[src/rtl/ctrl_pkg.sv]
// Shared encodings, the control bundle type and the stage FSM states for the
// RV32I(+M) decode/control stage.
package ctrl_pkg;

    localparam logic [6:0] OPC_R      = 7'b0110011;
    localparam logic [6:0] OPC_IMM    = 7'b0010011;
    localparam logic [6:0] OPC_LOAD   = 7'b0000011;
    localparam logic [6:0] OPC_STORE  = 7'b0100011;
    localparam logic [6:0] OPC_BRANCH = 7'b1100011;
    localparam logic [6:0] OPC_LUI    = 7'b0110111;
    localparam logic [6:0] OPC_AUIPC  = 7'b0010111;
    localparam logic [6:0] OPC_JAL    = 7'b1101111;
    localparam logic [6:0] OPC_JALR   = 7'b1100111;

    localparam logic [2:0] IMM_TYPE_DEFAULT = 3'd0;
    localparam logic [2:0] IMM_TYPE_SHAMT   = 3'd1;
    localparam logic [2:0] IMM_TYPE_I       = 3'd2;
    localparam logic [2:0] IMM_TYPE_S       = 3'd3;
    localparam logic [2:0] IMM_TYPE_B       = 3'd4;
    localparam logic [2:0] IMM_TYPE_U       = 3'd5;
    localparam logic [2:0] IMM_TYPE_J       = 3'd6;

    localparam logic [1:0] RSRC_ALU = 2'b00;
    localparam logic [1:0] RSRC_MEM = 2'b01;
    localparam logic [1:0] RSRC_PC  = 2'b11;
    localparam logic [1:0] RSRC_DC  = 2'b10;

    localparam logic [1:0] ASRC_RS1  = 2'b00;
    localparam logic [1:0] ASRC_ZERO = 2'b01;
    localparam logic [1:0] ASRC_PC   = 2'b11;

    localparam logic [6:0] F7_BASE = 7'b0000000;
    localparam logic [6:0] F7_ALT  = 7'b0100000;
    localparam logic [6:0] F7_MEXT = 7'b0000001;

    typedef struct packed {
        logic       regWrite;
        logic       memWrite;
        logic       branch;
        logic       jump;
        logic       inv;
        logic       aluSrcB;
        logic [4:0] aluCntrl;
        logic [2:0] immCntrl;
        logic [1:0] aluSrcA;
        logic [1:0] regSrc;
    } ctrl_t;

    typedef enum logic [1:0] {
        ST_EMPTY = 2'b00,
        ST_WAIT  = 2'b01,
        ST_FULL  = 2'b10
    } state_e;

    function automatic ctrl_t ctrl_reset();
        ctrl_t c;
        c          = '0;
        c.aluSrcA  = ASRC_RS1;
        c.regSrc   = RSRC_DC;
        return c;
    endfunction

endpackage

[src/rtl/ctrl_decode.sv]
// Purely combinational RV32I(+M) decoder: instruction word to control bundle,
// M-op flag and illegal-instruction flag.
module ctrl_decode
    import ctrl_pkg::*;
#(
    parameter int ENABLE_M = 1
) (
    input  logic [31:0] instr,
    output ctrl_t       ctrl_o,
    output logic        is_m_o,
    output logic        illegal_o
);

    logic [6:0] opcode;
    logic [2:0] funct3;
    logic [6:0] funct7;
    logic       m_allowed;
    ctrl_t      c;
    logic       unused_fields;

    assign opcode        = instr[6:0];
    assign funct3        = instr[14:12];
    assign funct7        = instr[31:25];
    assign m_allowed     = (ENABLE_M != 0);
    assign unused_fields = ^{instr[24:15], instr[11:7]};

    always_comb begin
        c         = ctrl_reset();
        is_m_o    = 1'b0;
        illegal_o = 1'b0;
        unique case (opcode)
            OPC_R: begin
                if (funct7 == F7_BASE || funct7 == F7_ALT ||
                    (funct7 == F7_MEXT && m_allowed)) begin
                    is_m_o     = (funct7 == F7_MEXT);
                    c.regWrite = 1'b1;
                    c.aluCntrl = {is_m_o, funct7[5], funct3};
                    c.regSrc   = RSRC_ALU;
                end else begin
                    illegal_o = 1'b1;
                end
            end
            OPC_IMM: begin
                c.regWrite = 1'b1;
                c.regSrc   = RSRC_ALU;
                // Only SRLI/SRAI carry an ALU variant bit in funct7; other I-ops have immediate bits there.
                c.aluCntrl = {1'b0, (funct3 == 3'b101) ? funct7[5] : 1'b0, funct3};
                c.immCntrl = (funct3 == 3'b001 || funct3 == 3'b101) ? IMM_TYPE_SHAMT : IMM_TYPE_I;
            end
            OPC_LOAD: begin
                c.regWrite = 1'b1;
                c.immCntrl = IMM_TYPE_I;
                c.regSrc   = RSRC_MEM;
            end
            OPC_STORE: begin
                c.memWrite = 1'b1;
                c.immCntrl = IMM_TYPE_S;
            end
            OPC_BRANCH: begin
                c.branch   = 1'b1;
                c.inv      = funct3[0];
                c.aluCntrl = {3'b010, funct3[2:1]};
                c.immCntrl = IMM_TYPE_B;
            end
            OPC_LUI: begin
                c.regWrite = 1'b1;
                c.immCntrl = IMM_TYPE_U;
                c.aluSrcA  = ASRC_ZERO;
                c.regSrc   = RSRC_ALU;
            end
            OPC_AUIPC: begin
                c.regWrite = 1'b1;
                c.immCntrl = IMM_TYPE_U;
                c.aluSrcA  = ASRC_PC;
                c.regSrc   = RSRC_ALU;
            end
            OPC_JAL: begin
                c.regWrite = 1'b1;
                c.jump     = 1'b1;
                c.immCntrl = IMM_TYPE_J;
                c.aluSrcA  = ASRC_PC;
                c.regSrc   = RSRC_PC;
            end
            OPC_JALR: begin
                c.regWrite = 1'b1;
                c.jump     = 1'b1;
                c.immCntrl = IMM_TYPE_I;
                c.regSrc   = RSRC_PC;
            end
            default: illegal_o = 1'b1;
        endcase

        // Quadrant bits 00/01/10 are compressed encodings, not supported here.
        if (instr[1:0] != 2'b11) begin
            illegal_o = 1'b1;
            is_m_o    = 1'b0;
        end
        if (illegal_o) begin
            c = ctrl_reset();
        end
        c.aluSrcB = |c.immCntrl;
        ctrl_o    = c;
    end

endmodule

[src/rtl/id_ctrl_stage.sv]
// Registered decode/control stage: decoder plus a valid/ready holding register
// that stalls fetch for the fixed occupancy of multiply/divide operations.
module id_ctrl_stage
    import ctrl_pkg::*;
#(
    parameter int ENABLE_M   = 1,
    parameter int MUL_CYCLES = 2,
    parameter int DIV_CYCLES = 16
) (
    input  logic        clk,
    input  logic        rst_n,
    input  logic        flush,
    input  logic        in_valid,
    output logic        in_ready,
    input  logic [31:0] instr,
    output logic        out_valid,
    input  logic        out_ready,
    output logic        regWrite,
    output logic        memWrite,
    output logic        branch,
    output logic        jump,
    output logic        inv,
    output logic        aluSrcB,
    output logic [4:0]  aluCntrl,
    output logic [2:0]  immCntrl,
    output logic [1:0]  aluSrcA,
    output logic [1:0]  regSrc,
    output logic        illegal,
    output logic [4:0]  mCycles
);

    localparam logic [4:0] MUL_WAIT = 5'(MUL_CYCLES - 1);
    localparam logic [4:0] DIV_WAIT = 5'(DIV_CYCLES - 1);

    ctrl_t      dec_ctrl;
    logic       dec_is_m;
    logic       dec_illegal;

    state_e     state_q;
    ctrl_t      ctrl_q;
    logic       illegal_q;
    logic [4:0] mcyc_q;

    logic       accept;
    logic [4:0] wait_d;
    state_e     load_state_d;

    ctrl_decode #(
        .ENABLE_M (ENABLE_M)
    ) u_decode (
        .instr     (instr),
        .ctrl_o    (dec_ctrl),
        .is_m_o    (dec_is_m),
        .illegal_o (dec_illegal)
    );

    assign in_ready  = !flush && ((state_q == ST_EMPTY) || (state_q == ST_FULL && out_ready));
    assign accept    = in_ready && in_valid;
    assign out_valid = (state_q == ST_FULL);

    // Divide-class M ops have funct3[2]=1; a single-cycle occupancy needs no WAIT visit.
    assign wait_d       = dec_is_m ? (instr[14] ? DIV_WAIT : MUL_WAIT) : 5'd0;
    assign load_state_d = (wait_d != 5'd0) ? ST_WAIT : ST_FULL;

    always_ff @(posedge clk or negedge rst_n) begin
        if (!rst_n) begin
            state_q   <= ST_EMPTY;
            ctrl_q    <= ctrl_reset();
            illegal_q <= 1'b0;
            mcyc_q    <= 5'd0;
        end else if (flush) begin
            state_q   <= ST_EMPTY;
            ctrl_q    <= ctrl_reset();
            illegal_q <= 1'b0;
            mcyc_q    <= 5'd0;
        end else if (accept) begin
            state_q   <= load_state_d;
            ctrl_q    <= dec_ctrl;
            illegal_q <= dec_illegal;
            mcyc_q    <= wait_d;
        end else begin
            unique case (state_q)
                ST_WAIT: begin
                    if (mcyc_q <= 5'd1) begin
                        state_q <= ST_FULL;
                        mcyc_q  <= 5'd0;
                    end else begin
                        mcyc_q  <= mcyc_q - 5'd1;
                    end
                end
                ST_FULL: begin
                    if (out_ready) begin
                        state_q <= ST_EMPTY;
                    end
                end
                ST_EMPTY: state_q <= ST_EMPTY;
                default:  state_q <= ST_EMPTY;
            endcase
        end
    end

    assign regWrite = ctrl_q.regWrite;
    assign memWrite = ctrl_q.memWrite;
    assign branch   = ctrl_q.branch;
    assign jump     = ctrl_q.jump;
    assign inv      = ctrl_q.inv;
    assign aluSrcB  = ctrl_q.aluSrcB;
    assign aluCntrl = ctrl_q.aluCntrl;
    assign immCntrl = ctrl_q.immCntrl;
    assign aluSrcA  = ctrl_q.aluSrcA;
    assign regSrc   = ctrl_q.regSrc;
    assign illegal  = illegal_q;
    assign mCycles  = mcyc_q;

endmodule

[config.mk]
export PLATFORM = sky130hd
export DESIGN_NAME = id_ctrl_stage
export DESIGN_NICKNAME = d
export VERILOG_FILES = /design/src/rtl/ctrl_pkg.sv /design/src/rtl/ctrl_decode.sv /design/src/rtl/id_ctrl_stage.sv
export SDC_FILE = /design/constraint.sdc
export NUM_CORES = 1
export LEC_CHECK = 0
export ABC_CLOCK_PERIOD_IN_PS = 2700
export CAP_MARGIN = 20
export CELL_PAD_IN_SITES_DETAIL_PLACEMENT = 1
export CELL_PAD_IN_SITES_GLOBAL_PLACEMENT = 1
export CORE_AREA = 3 3 81 68
export DETAILED_ROUTE_END_ITERATION = 6
export DIE_AREA = 0 0 84 71
export GPL_TIMING_DRIVEN = 0
export PLACE_DENSITY = 0.84
export SLEW_MARGIN = 20
export SYNTH_ARGS = -nofsm -noshare
export SYNTH_HDL_FRONTEND = slang
export SYNTH_SLANG_ARGS = --single-unit
[constraint.sdc]
create_clock -name clk -period 2.7 [get_ports clk]
set_clock_uncertainty 0.1 [all_clocks]
set_input_delay 0.81 -clock clk [delete_from_list [all_inputs] [get_ports clk]]
set_output_delay 0.81 -clock clk [all_outputs]
set_load 0.01 [all_outputs]
==> results.md, run 1 <==
* CP endpoint kind: flip-flop
* Placement Setup Slack at -0.375 ns
* Post-synth EDFFs at 0
* Met2 Usage GRT at between 20 and 30%
* Via/cell ratio at 5.41
* Synth Cell Area at between 1500 and 2000 sq um
* Num ports at 63
* Slew margin rel. at between 60% and 70%
* CTS tree: done
* Dpl cells at 285
* Final Total Pwr at ~0.89 mW
* Commonest cells post-synth: dfrtp_1, nand2_1, o21ai_0
* CTS max path bufs at 2
* Finish-stage setup viols at 0
* Non-Filler Instances at ~300
* Status: finished clean
* Area delta synth->final at 40.9%
* #FFs+latches synth at 26
* Least-Margin Pin Slew at 0.595 ns
* Ys flop type: dfrtp_1
* Fmax achieved at ~0.37 GHz
* Remaining DRCs at 0
* Max-cap violation count at 0
* Sink Count at 26
* Placed Area at 2140 sq um
* Pwr dens at 395 nW/um^2
* First-pass GRT wire length at 8.20 mm
* Fillcell total at ~570
* H-tree level count at 1
* Design area at around 2300 sq um
* Async SR Flop Fraction at 100%
* Syn Nets at around 220
* Largest net degree at the start of global routing at 27
* Vias in the first global route at around 1.7k
* GRT Max-Usage Layer: met2
* Clk_lat worst skew at 0.27 ns
* Core area at between 4000 and 5000 sq um
* # diodes at 0
* # hold bufs at CTS at 0
* Largest cells by area after synthesis: dfrtp_1, o21ai_0, nand2_1, a21oi_1, nor2_1
* CP max FO at 5
* Final Net Count at between 200 and 300
* Fin crit period at 2.68 ns
* Reg clk slew, reported paths at around 0.090 ns
* Die X at 84 um
* Die area at about 6000 sq um
* IO Port Bufs at 47
* Seq/Total Area, Yosys at roughly two fifths
* Yosys cell types at 50
* Top cell type by total area after synthesis: dfrtp_1
* Starting density of the core at between 30% and 40%
* CP Class: in2reg
* Setup tns final at 0 ns
* GR Layer Usage met3 at around 4.4%
* CP max-delay cell: clkdlybuf4s50_1
* Mean post-synth cell area at around 9.1 sq um
* Overflow after GRT at 0
* Gpl congestion at about 0.89
* Crit start category: primary input
* Total Wirelength at between 5 and 6 mm
* Proportion of layout cells with a drive suffix above 1 at 14.8%
* Tot GR Track Use at about 17%
* Detailed Routing Iterations Pass 1 at 4
* WP data arrival at about 2.8 ns
* Starting DRC count in detailed routing at approximately 120
* Worst hold-check path type: reg2reg
* Hold path cells at 2
* Clk root buf: clkbuf_8
* Final setup slack of the worst path at between 0.015 and 0.02 ns
* Routed vias at between 1.5k and 2k
* Final hold vios at 0
* Post-synth top area share at between 30% and 40%
* Dpl hpwl at ~3.6 mm
* Most frequent cell after synthesis: dfrtp_1
* Peak supply drop at about 0.18 mV
* Post-synthesis cell count at about 180
* LEAKAGE at about 0.94 nW
* Row count at 23
* CTS buffer count at 3
* Initial antenna violation count at 0
* ANT nets after route at 0
* Synth Warn # at 0
* Worst path required time at between 2 and 3 ns
* Worst-path cell chain: clkdlybuf4s50_1 > nor4_2 > nand3b_1 > a211oi_4 > buf_4 > o311a_2 > a22o_1
* Height of the die at slightly above 70 um
* Crit-path max cell delay at around 0.46 ns
* Final max-slew violation count at 0
* Fin crit share at around 100%
* Routed WL per cell at about 17 um
* Met1 usage at between 20 and 25%
* Worst R2R Path Depth at 6
## layout make-up
cell class              count  area [sq um]  area share, %
flip-flops and latches     26           652           28.9
multi-input cells         137           891           39.5
inverters                   6          22.5          0.998
clock inverters             1          30.0           1.33
plain buffers               7          57.6           2.55
well taps                  62          77.6           3.44
clock buffers               3          41.3           1.83
repair buffers             50           484           21.5
## flip-flops by register name, summed over array words and instances (netlist names)
register  count
aluCntrl      5
aluSrcA       2
aluSrcB       1
branch        1
illegal       1
immCntrl      3
inv           1
jump          1
mCycles       5
memWrite      1
regSrc        2
regWrite      1
state_q       2
## report_power, final
part	total, mW	internal, mW	leakage, nW	switching (mW)
clock network	0.326	0.198	0.0357	0.128
logic	0.163	0.0757	0.544	0.0872
registers	0.402	0.395	0.356	0.00721
total	0.892	0.669	0.935	0.222
## timing repair
item / CTS / global route
endpoints found under the setup margin: 7 / 15
pin swaps: 1 / 0
resized for setup: 4 / 5
buffers inserted: 3 / 0
## path summary, 6_finish.rpt
kind                                               from                       to  slack (ns)
max in group asynchronous                         rst_n   state_q[1]$_DFFE_PN0P_        1.68
worst max-delay path                          instr[31]       branch$_DFFE_PN0P_        0.02
min in group asynchronous                         rst_n     memWrite$_DFFE_PN0P_        0.43
worst max register to register   state_q[1]$_DFFE_PN0P_   mCycles[2]$_DFFE_PN0P_        0.77
worst min-delay path            aluCntrl[0]$_DFFE_PN0P_  aluCntrl[0]$_DFFE_PN0P_        0.38
worst min register to register  aluCntrl[0]$_DFFE_PN0P_  aluCntrl[0]$_DFFE_PN0P_        0.38
## layer usage
layer	routed length, um	share of wire [%]	vias up
li1	-	-	750
met1	2310	46	784
met2	2410	48	41
met3	256	5.1	4
met4	39	0.78	0
met5	0	0	-
## critical path: cells and delay by family
kind | cells | cell delay (ns)
buf+inv | 2 | 0.64
simple gates | 2 | 0.56
compound gates | 3 | 0.78
## placed cells by master (no fill, tap or decap), drive strengths merged, types with 2 or more instances in the layout
cell / synthesis / routed
ha: 2 / 2
buf: 2 / 7
a211oi: 2 / 2
a31o: 2 / 2
clkdlybuf4s50: 0 / 43
nand2b: 4 / 4
nand2: 18 / 18
and3b: 2 / 2
o31ai: 2 / 2
nand3b: 3 / 3
inv: 6 / 6
a22o: 7 / 7
nor2b: 7 / 7
or4b: 3 / 3
nor2: 15 / 15
o21a: 3 / 3
a31oi: 2 / 2
o21ai: 16 / 16
and3: 3 / 3
a21oi: 13 / 13
a22oi: 3 / 3
dfrtp: 25 / 25
and2: 2 / 2
nor4: 3 / 3
a21o: 2 / 2
nand3: 3 / 3
nor3: 5 / 5
a21boi: 2 / 2
clkbuf: 5 / 8
## stage by stage
stage	hold slack [ns]	utilization, %
after floorplan	0.410	-
after global placement	0.363	44.2
after detailed placement	0.370	44.1
after CTS	0.392	46.0
after global routing	0.423	46.4
final	0.381	46.4
## cells by family after synthesis
kind of cell | synth area share, %
muxes | 0.625
AOI/OAI and AO/OA | 27.0
and+or+nand+nor | 25.1
DFF | 40.7
adders and majority gates | 1.56
buffers and inverters | 5.00
Power figures use the tool's default switching activity.
==> run 2, diff against run 1 <==
Settings changed: ABC_CLOCK_PERIOD_IN_PS 2700 to 2350, CORE_AREA 3 3 81 68 to 3 3 89 74, DIE_AREA 0 0 84 71 to 0 0 92 77, PLACE_DENSITY 0.84 to 0.77, SETUP_SLACK_MARGIN set to 0.2, SYNTH_HIERARCHICAL set to 1.
Clock period 2.7 ns to 2.35 ns, I/O delays scaled along.
==> run 2 against run 1 <==
Worst hold slack worse by 0.057 ns. Power increased by 15%. Via count up 3.7%. Routed wire length up 6.8%. Die area increased by 19%. Final area grew 8.8%. Combinational power grew 12%. Register-to-register slack worse by 0.52 ns. Non-clock buffer count is 7 higher. First-iteration DRC count is 74% lower. Area after synthesis is 4.5% higher. Critical path type is now in2out. Largest cell class unchanged. Largest power group unchanged. Highest routed layer unchanged.
==> results.md, run 2 <==
* Status: finished clean
* Tot GR Track Use at 15.6% (-1.4 points)
* Dpl hpwl at 3.92 mm (+7.5%)
* P_sw at 0.255 mW (+15%)
* Die area at 7080 sq um (+19%)
* Starting density of the core at 28.8% (-4.2 points)
* Clk pwr share at 37.3% (+0.7 points)
* Int Power at 0.769 mW (+15%)
* Slew margin rel. at 59.4% (-0.96 points)
* Commonest cells post-synth: nand2_1, dfrtp_1, nand3b_1
* Final max-slew violation count at 0 (unchanged)
* Detailed Routing Iterations Pass 1 at 4 (unchanged)
* Core area at 5820 sq um (+20%)
* # hold bufs at CTS at 0 (unchanged)
* Synth Area in Adders at 1.50% (-0.067 points)
* Final core occ at 42.2% (-4.2 points)
* CTS max path bufs at 2 (unchanged)
* Initial antenna violation count at 0 (unchanged)
* Worst R2R Path Depth at 5 (-1)
* Post-synth top area share at 37.4% (-1.7 points)
* Synth Cell Area at 1670 sq um (+4.5%)
* ANT nets after route at 0 (unchanged)
* Sw frac at 24.9% (-0.044 points)
* Reg clk slew, reported paths at 0.10 ns (about the same)
* Reg area at 657 sq um (+0.77%)
* Compound-cell area share of the yosys netlist at 13.7% (-13 points)
* Non-Filler Instances at 333 (+14%)
* Most frequent cells in the layout: nand2_1, clkdlybuf4s50_1, dfrtp_1
* Crit start category: primary input
* # diodes at 0 (unchanged)
* Worst hold-check path type: in2async
* Sink Count at 26 (unchanged)
* Largest family of logic cells by synthesized area: simple AND/OR/NAND/NOR gates
* #FFs+latches synth at 26 (unchanged)
* IO Port Bufs at 45 (-4.3%)
* Via/cell ratio at 4.92 (-9.1%)
* CTS tree: done
* Post-synthesis xor/xnor area fraction at 0.524% (+0.52 points)
* Reg2reg start: state_q[1]$_DFFE_PN0P_
* Largest net degree at the start of global routing at 27 (unchanged)
* Starting DRC count in detailed routing at 30 (-74%)
* Fin crit share at 89.8%
* Mux cell area share after synthesis at 0.598% (-0.027 points)
* CP endpoint kind: primary output
* R2r endpoint: mCycles[4]$_DFFE_PN0P_
* Syn Nets at 235 (+9.3%)
* Fmax achieved at between 0.4 and 0.5 GHz
* Final Net Count at 292 (+8.1%)
* CP Class: in2out
* Clk_lat worst skew at 0.28 ns (about the same)
* Post-synth EDFFs at 0 (unchanged)
* LEAKAGE at 1.10 nW (+17%)
* First-pass GRT wire length at 8.98 mm (+9.5%)
* Total Wirelength at 5.36 mm (+6.8%)
* Most frequent cell after synthesis: nand2_1
* Mean post-synth cell area at 8.53 sq um (-6.2%)
* RSZ-0062 raised after global routing: true
* Overflow after GRT at 0 (unchanged)
* R2R Setup Slk at 0.25 ns (-0.52 ns)
* Finish-stage setup viols at 0 (unchanged)
* Gpl congestion at 0.793 (-11%)
* Peak supply drop at 0.201 mV (+13%)
* Remaining DRCs at 0 (unchanged)
* Final hold slack at 0.324 ns (-0.0574 ns)
* Area delta synth->final at 46.7%
* Height of the die at 77 um (+8.5%)
* Proportion of layout cells with a drive suffix above 1 at 22.2% (+7.4 points)
* Dpl cells at 322 (+13%)
* Yosys cell types at 49 (-2.0%)
* Die X at 92 um (+9.5%)
* Synth Warn # at 6 (+6)
* Final hold vios at 0 (unchanged)
* Pwr dens at 417 nW/um^2 (+5.5%)
* Post-synthesis cell count at 196 (+11%)
* Max-cap violation count at 0 (unchanged)
* Commonest non-fill, non-tap cell in the layout: nand2_1
* Fillcell total at 714 (+26%)
* Simple-gate area share of the yosys netlist at 39.7% (+15 points)
* Seq/Total Area, Yosys at 39.0% (-1.7 points)
* CTS buffer count at 3 (unchanged)
* Largest cells by area after synthesis: dfrtp_1, nand2_1, nand3b_1, a21oi_1, nor2b_1
* Routed vias at 1637 (+3.7%)
* Least-Margin Pin Slew at 0.610 ns (+0.0145 ns)
* Fin crit period at ~2.1 ns
* Row count at 25 (+8.7%)
* Area of the multi-input gates at 1010 sq um (+13%)
* Vias in the first global route at 1754 (+3.0%)
* H-tree level count at 1 (unchanged)
* Setup tns final at 0 ns (unchanged)
* Worst path required time at 1.54 ns (-1.28 ns)
* Routed WL per cell at 16.1 um (-6.3%)
* Gate power share at 17.9% (-0.4 points)
* Top cell type by total area after synthesis: dfrtp_1
* CP max FO at 3 (-2)
* Num ports at 63 (unchanged)
* Async SR Flop Fraction at 100% (unchanged)
* Clk root buf: clkbuf_8
* Power share of the sequential group at 44.8% (-0.3 points)
* Ys flop type: dfrtp_1
* WP data arrival at 1.31 ns (-1.49 ns)
[run 2: cell count changes after synthesis, moves of 3 or more]
cell	previous run	this run
clkbuf_1	3	7
o21ai_0	16	6
nand2_1	18	54
nand3b_1	3	15
a22o_2	4	0
nor2_1	15	7
and4b_1	0	3
a22oi_1	3	0
a22o_1	3	0
or3_1	0	3
inv_1	6	3
[run 2: metal layers]
layer	GRT usage, %	part of all wire (%)
met4	2.08	0.22
met1	21.6	48
met3	3.24	3.2
met5	0	0
met2	25.8	48
[run 2: stage by stage]
| step | instance area [sq um] | power, mW | worst slack, ns |
|---|---|---|---|
| final | 2450 | 1.02 | 0.239 |
| after detailed placement | 2220 | 0.633 | -1.06 |
| after global routing | 2450 | 1.07 | 0.173 |
| after CTS | 2410 | 1.03 | 0.183 |
| after global placement | 2230 | 0.629 | -1.05 |
| after floorplan | 1680 | 0.546 | 0.233 |
[run 2: cells by family after synthesis]
family                   after synthesis
flip-flops                            26
multiplexers                           1
buffers and inverters                 15
XOR/XNOR                               1
AO/OA/AOI/OAI                         34
adder cells (fa/ha/maj)                2
AND/OR/NAND/NOR                      117
[run 2: layout make-up]
type | count | share of cell area (%)
inverters | 3 | 0.459
well taps | 81 | 4.13
repair buffers | 52 | 19.9
clock buffers | 3 | 1.68
flip-flops and latches | 26 | 26.8
multi-input cells | 155 | 41.2
plain buffers | 12 | 4.64
clock inverters | 1 | 1.22
[run 2: worst max path at each step]
stage	startpoint	to	cells past startpoint
2_1_floorplan	flush	in_ready	3
3_3_place_gp	flush	in_ready	5
3_5_place_dp	flush	in_ready	5
4_1_cts	flush	in_ready	5
5_1_grt	state_q[1]$_DFFE_PN0P_	mCycles[4]$_DFFE_PN0P_	5
6_report	flush	in_ready	5
[run 2: critical path, cell delays in order]
cell and delay [ns]:
buf_6 0.11, buf_8 0.11, clkbuf_16 0.14, nor3_4 0.09, buf_2 0.15
[run 2: power by group through the flow]
| stage | registers, mW | logic [mW] | clock network, mW |
|---|---|---|---|
| 6_report | 0.459 | 0.183 | 0.381 |
| 5_1_grt | 0.460 | 0.200 | 0.406 |
| 2_1_floorplan | 0.469 | 0.0768 | 0 |
| 3_5_place_dp | 0.468 | 0.165 | 0 |
| 3_3_place_gp | 0.467 | 0.162 | 0 |
| 4_1_cts | 0.459 | 0.179 | 0.390 |
[run 2: what timing repair did]
| item | 4_1_cts | 5_1_grt |
|---|---|---|
| endpoints found under the setup margin | 30 | 22 |
| buffers inserted | 6 | 1 |
| pin swaps | 5 | 5 |
| gates resized for setup | 39 | 20 |
==> run 3, diff against run 2 <==
Settings changed: CAP_MARGIN 20 to unset.
==> results of run 3 <==
No change in the layout: final DEF, timing and power equal those of run 2.
